`src/rtl/seq_match_sched.sv`:
```
// Round-robin scheduler sharing one programmable serial pattern matcher among NCH requesters.
// Define SEQ_MATCH_NONOVERLAP_EN for non-overlapping detection (history clears after each hit).
module seq_match_sched #(
    parameter int NCH = 4,
    parameter int CHW = 2,
    parameter int PW  = 8,
    parameter int LW  = 4,
    parameter int CW  = 8
) (
    input  logic           clk,
    input  logic           reset,
    input  logic [PW-1:0]  cfg_pattern,
    input  logic [LW-1:0]  cfg_len,
    input  logic [NCH-1:0] req,
    input  logic [NCH-1:0] bit_in,
    input  logic [NCH-1:0] bit_vld,
    input  logic [NCH-1:0] bit_last,
    output logic [NCH-1:0] grant,
    output logic           busy,
    output logic           match_pulse,
    output logic           done,
    output logic [CHW-1:0] done_ch,
    output logic [CW-1:0]  match_cnt
);

    typedef enum logic [1:0] {IDLE, RUN, REPORT} state_t;

    state_t         state;
    logic [CHW-1:0] rr_ptr;
    logic [CHW-1:0] cur_ch;
    logic [PW-2:0]  hist;
    logic [PW-1:0]  pat;
    logic [LW-1:0]  len;
    logic [LW-1:0]  bits_seen;
    logic [CW-1:0]  cnt;

    logic           sel_valid;
    logic [CHW-1:0] sel_ch;
    int             arb_idx;

    logic           cur_vld;
    logic           cur_bit;
    logic           cur_last;
    logic           cur_req;
    logic [PW-1:0]  new_hist;
    logic [PW-1:0]  len_mask;
    logic [LW:0]    seen_plus1;
    logic [LW-1:0]  seen_next;
    logic           hit;
    logic [CW-1:0]  cnt_next;
    logic [LW-1:0]  cfg_len_clamped;

    // Search starts one past the last served channel so every requester gets its turn.
    always_comb begin
        sel_valid = 1'b0;
        sel_ch    = '0;
        arb_idx   = 0;
        for (int i = 1; i <= NCH; i++) begin
            arb_idx = int'(rr_ptr) + i;
            if (arb_idx >= NCH) begin
                arb_idx = arb_idx - NCH;
            end
            if (!sel_valid && req[CHW'(arb_idx)]) begin
                sel_valid = 1'b1;
                sel_ch    = CHW'(arb_idx);
            end
        end
    end

    assign cfg_len_clamped = (cfg_len > LW'(PW)) ? LW'(PW) : cfg_len;

    assign cur_vld  = bit_vld[cur_ch];
    assign cur_bit  = bit_in[cur_ch];
    assign cur_last = bit_last[cur_ch];
    assign cur_req  = req[cur_ch];

    always_comb begin
        new_hist = {hist, cur_bit};
        len_mask = '0;
        for (int i = 0; i < PW; i++) begin
            len_mask[i] = (LW'(i) < len);
        end
        seen_plus1 = {1'b0, bits_seen} + (LW+1)'(1);
        seen_next  = (bits_seen == LW'(PW)) ? bits_seen : bits_seen + LW'(1);
        hit        = (len != '0) && (seen_plus1 >= {1'b0, len}) &&
                     (((new_hist ^ pat) & len_mask) == '0);
        cnt_next   = (cur_vld && hit && (cnt != {CW{1'b1}})) ? cnt + CW'(1) : cnt;
    end

    // Zero-latency hit strobe: the bit that completes the pattern is flagged in its own cycle.
    assign match_pulse = (state == RUN) && cur_vld && hit;

    always_ff @(posedge clk) begin
        if (reset) begin
            state     <= IDLE;
            grant     <= '0;
            busy      <= 1'b0;
            done      <= 1'b0;
            done_ch   <= '0;
            match_cnt <= '0;
            rr_ptr    <= CHW'(NCH - 1);
            cur_ch    <= '0;
            hist      <= '0;
            pat       <= '0;
            len       <= '0;
            bits_seen <= '0;
            cnt       <= '0;
        end else begin
            done <= 1'b0;
            case (state)
                IDLE: begin
                    if (sel_valid) begin
                        state     <= RUN;
                        grant     <= NCH'(1) << sel_ch;
                        busy      <= 1'b1;
                        rr_ptr    <= sel_ch;
                        cur_ch    <= sel_ch;
                        pat       <= cfg_pattern;
                        len       <= cfg_len_clamped;
                        hist      <= '0;
                        bits_seen <= '0;
                        cnt       <= '0;
                    end
                end
                RUN: begin
                    if (cur_vld) begin
`ifdef SEQ_MATCH_NONOVERLAP_EN
                        if (hit) begin
                            hist      <= '0;
                            bits_seen <= '0;
                        end else begin
                            hist      <= new_hist[PW-2:0];
                            bits_seen <= seen_next;
                        end
`else
                        hist      <= new_hist[PW-2:0];
                        bits_seen <= seen_next;
`endif
                        cnt <= cnt_next;
                    end
                    // The final bit is still scored, so the report includes a hit on it.
                    if (cur_vld && cur_last) begin
                        state     <= REPORT;
                        grant     <= '0;
                        busy      <= 1'b0;
                        done      <= 1'b1;
                        done_ch   <= cur_ch;
                        match_cnt <= cnt_next;
                    end else if (!cur_req) begin
                        state <= IDLE;
                        grant <= '0;
                        busy  <= 1'b0;
                    end
                end
                REPORT: begin
                    state <= IDLE;
                end
                default: begin
                    state <= IDLE;
                end
            endcase
        end
    end

endmodule
```
`config.mk`:
```
export PLATFORM = sky130hd
export DESIGN_NAME = seq_match_sched
export DESIGN_NICKNAME = d
export VERILOG_FILES = /design/src/rtl/seq_match_sched.sv
export SDC_FILE = /design/constraint.sdc
export NUM_CORES = 1
export LEC_CHECK = 0
export ABC_AREA = 1
export ABC_CLOCK_PERIOD_IN_PS = 2700
export CELL_PAD_IN_SITES_DETAIL_PLACEMENT = 0
export CELL_PAD_IN_SITES_GLOBAL_PLACEMENT = 1
export CORE_AREA = 2 2 66 130
export CTS_BUF_LIST = sky130_fd_sc_hd__clkbuf_16
export CTS_CLUSTER_DIAMETER = 150
export DETAILED_ROUTE_END_ITERATION = 8
export DIE_AREA = 0 0 68 132
export PLACE_DENSITY_LB_ADDON = 0.1
export SLEW_MARGIN = 10
export SYNTH_ARGS = -nofsm -noshare
export SYNTH_HDL_FRONTEND = slang
export SYNTH_SLANG_ARGS = --single-unit
export TNS_END_PERCENT = 10
```
`constraint.sdc`:
```
create_clock -name clk -period 2.7 [get_ports clk]
set_input_delay 0.54 -clock clk [delete_from_list [all_inputs] [get_ports clk]]
set_output_delay 0.54 -clock clk [all_outputs]
set_load 0.02 [all_outputs]
```
==> results by group <==
Synthesis
  – Synthesized flop and latch total: 53
  – Mapped Cells: 438
  – Cell taking the most area after synthesis: dfxtp_1
  – Share of the synthesized area in the top cell type: 0.362
  – Syn_nets: 475
  – Mapped Avg Cell Area: 6.68 um2
  – Top post-synthesis cells by area: dfxtp_1 (36%), nand2_1 (16%), a21oi_1 (7.5%)
  – Post-synthesis sequential area ratio: 0.362
  – Synth warn: 0
  – Synthesized area: 2930 um2
  – Distinct cell type count after synthesis: 30

Power
  – Maximum vdd drop: slightly below 0.5 mV
  – Power per cell area: 1030 nW/um2
  – Switch Pwr: 1.71 mW
  – Net Sw Frac: 0.446
  – Clock power share: 0.186
  – Leakage: about 1.6 nW
  – Power Internal: roughly 2.1 mW
  – Combinational Power Share: 0.517
  – Sequential Power Share: 0.297

Finish
  – Number of fill cells in the layout: around 860
  – Area used by multi-input combinational logic: approximately 1600 um2
  – Register area: 1060 um2
  – Synthesis-to-layout area growth: 26.6%
  – Final cell count without fillers: 589
  – Design area: 3710 um2
  – Fin nets: ~530
  – # diodes: 0
  – Layout cells sized above 1: 0.0751

Clock tree
  – Worst-path clk slew: around 0.070 ns
  – CTS tree: yes
  – Worst skew pair latency: between 0.2 and 0.3 ns
  – Setup Buffers After CTS: 0
  – Clock Root Buffer: clkbuf_16
  – Maximum root-to-sink buffer count: 2
  – Number of H-tree levels: 2
  – # clock sinks: 53
  – CTS Buf Count: 5

Floorplan
  – Row count: 46
  – Core ar.: roughly 7900 um2
  – Die area: about 9000 um2
  – Initial Util: 0.369
  – Die Ht: roughly 130 um
  – IO Pins: 47
  – Die Wd: slightly below 70 um

Outcome
  – Status: complete, no violations

Worst setup path
  – Startpoint Class: flop
  – R2r worst-path depth: 13
  – Worst Setup End Kind: output pin
  – R2R setup slack: approximately 0.38 ns
  – Crit-path max FO: 4
  – R2R Path End: match_cnt[4]$_SDFFE_PP0P_
  – CP Data Arrival Time: slightly above 2 ns
  – Worst reg2reg path startpoint: bits_seen[1]$_SDFFE_PP0P_
  – Worst Path Class, Setup: flop to output pin
  – CP required: roughly 2.2 ns

Timing
  – Minimum clock period: about 2.6 ns
  – Max-slew violation count: 0
  – Period utilization: 0.947
  – Worst Skew: ~0.0065 ns
  – Final hold vios: 0
  – Final setup vio count: 0
  – Max_slew headroom: 0.549
  – RSZ-0062 raised after global routing: no
  – F_max: approximately 390 MHz
  – Worst Tran Pin Value: 0.675 ns

Routing
  – Via density: approximately 5
  – Drt wl/cell: 13.9 um
  – Remaining DRCs: 0
  – Antenna viol nets, final: 0
  – Via count: ~2900
  – Pre-antenna DRT Iters: 4
  – WL final: around 8.2 mm
  – Starting DRT DRC Count: 101

Min path
  – Worst Hold Endpoint: match_cnt[2]$_SDFFE_PP0P_
  – Hold Crit Depth: 2
  – Worst hold start: match_cnt[2]$_SDFFE_PP0P_
  – Type of the most critical hold path: flop to flop

GRT
  – First-pass GRT wire length: 13.0 mm
  – Largest net degree at the start of global routing: 33
  – Overall Global Routing Usage: 0.191
  – Remaining global-route overflow: 0
  – Initial antenna violation count: 0
  – Vias in the first global route: around 2800

Placement
  – Final HPWL from detailed placement: 6.20 mm
  – GPL Wtd Cong: ~0.85
  – Cell Area, Placed: 3540 um2
  – Port Buffer Count: 46
  – Placed cell count: between 500 and 600

Run
  – Max Cap Viol: 0
[logic make-up (layout without fill, tap and decap cells)]
family	Yosys count	in the layout	synth area share
AND/OR/NAND/NOR	219	219	0.333
AO/OA/AOI/OAI	83	83	0.150
buffers and inverters	66	121	0.0949
flip-flops	53	53	0.362
XOR/XNOR	10	10	0.0299
adder cells (fa/ha/maj)	7	7	0.0299
[synth_stat cells]
cell type  count
a211oi_1       1
a21oi_1       44
buf_2          4
buf_6          3
clkbuf_1       8
clkinv_1       2
dfxtp_1       53
ha_1           7
inv_1         47
inv_2          1
inv_4          1
nand2_1      122
nand2_2        1
nand2_4        3
nand3_1       37
nand3_2        1
nand4_1       19
nand4_2        1
nor2_1        29
nor2_2         2
nor2_4         1
nor3_1         1
o211ai_1       3
o21ai_0       26
o21ai_1        3
o21bai_1       5
o22ai_1        1
or2_2          2
xnor2_1        6
xor2_1         4
[per-stage QoR]
| step | power [mW] | hold slack, ns | setup slack (ns) | util | TNS, ns |
|---|---|---|---|---|---|
| final | 3.83 | 0.465 | 0.144 | 0.467 | 0 |
| after global routing | 4.16 | 0.486 | 0.00715 | 0.467 | 0 |
| after CTS | 3.90 | 0.467 | 0.00355 | 0.467 | 0 |
| after detailed placement | 3.16 | 0.456 | -0.230 | 0.446 | -0.230 |
| after global placement | 3.15 | 0.454 | -0.244 | 0.446 | -0.244 |
| after floorplan | 2.53 | 0.444 | 0.193 | - | 0 |
[worst max-delay path, cell delays in order (launching register included)]
cell and delay (ns):
dfxtp_1 0.37, inv_1 0.06, ha_1 0.30, ha_1 0.30, nand2_1 0.05, inv_1 0.06
nand4_1 0.08, nand4_1 0.14, nand2_1 0.07, nor2_1 0.12, buf_4 0.16
[timing repair]
action,CTS,global route
gates resized for setup,3,3
gates cloned,0,0
endpoints found under the setup margin,1,1
hold buffers,0,0
[flip-flops by register name (all words and copies together) (netlist names)]
name       count
cur_ch         2
hist           7
busy           1
grant          4
state          2
len            4
done           1
bits_seen      4
match_cnt      8
done_ch        2
pat            8
rr_ptr         2
cnt            8
[area by class of cell]
class | instances | area share
Multi-Input combinational cell | 319 | 0.429
Sequential cell | 53 | 0.287
Timing Repair Buffer | 62 | 0.156
Inverter | 51 | 0.0523
Clock buffer | 5 | 0.0338
Tap cell | 96 | 0.0324
Clock inverter | 3 | 0.0101
[power by group through the flow]
stage,clock [mW],combinational [mW],sequential (mW)
5_1_grt,0.767,2.23,1.17
6_report,0.713,1.98,1.14
3_3_place_gp,0,1.99,1.16
4_1_cts,0.741,2.01,1.14
3_5_place_dp,0,2.00,1.16
2_1_floorplan,0,1.35,1.18
[cell usage in the layout (no fill, tap or decap), types with 4 or more instances in the layout]
master,count
o21bai_1,5
buf_4,17
clkbuf_16,5
nor2_1,29
a21oi_1,44
dfxtp_1,52
xor2_1,4
ha_1,7
xnor2_1,6
nand3_1,37
nand4_1,19
nand2_1,122
o21ai_0,26
clkdlybuf4s50_1,45
inv_1,48
[per-layer routing]
metal | up-vias | share of wire | routed length, um | track usage
li1 | 1535 | - | - | -
met1 | 1299 | 0.39 | 3210 | 0.190
met2 | 44 | 0.56 | 4600 | 0.373
met3 | 10 | 0.028 | 227 | 0.0256
met4 | 0 | 0.020 | 165 | 0.0667
met5 | - | 0 | 0 | 0
[worst max-delay path by stage]
stage                              startpoint           to  slack [ns]  cells past startpoint
floorplan           bits_seen[0]$_SDFFE_PP0P_  match_pulse        0.19                     10
global placement                   bit_vld[1]  match_pulse       -0.24                     10
detailed placement                 bit_vld[2]  match_pulse       -0.23                     10
CTS                 bits_seen[0]$_SDFFE_PP0P_  match_pulse       0.004                     10
global route        bits_seen[1]$_SDFFE_PP0P_  match_pulse       0.007                     10
finish              bits_seen[1]$_SDFFE_PP0P_  match_pulse        0.14                     10
Note: power is estimated with default switching activity, not from simulation.
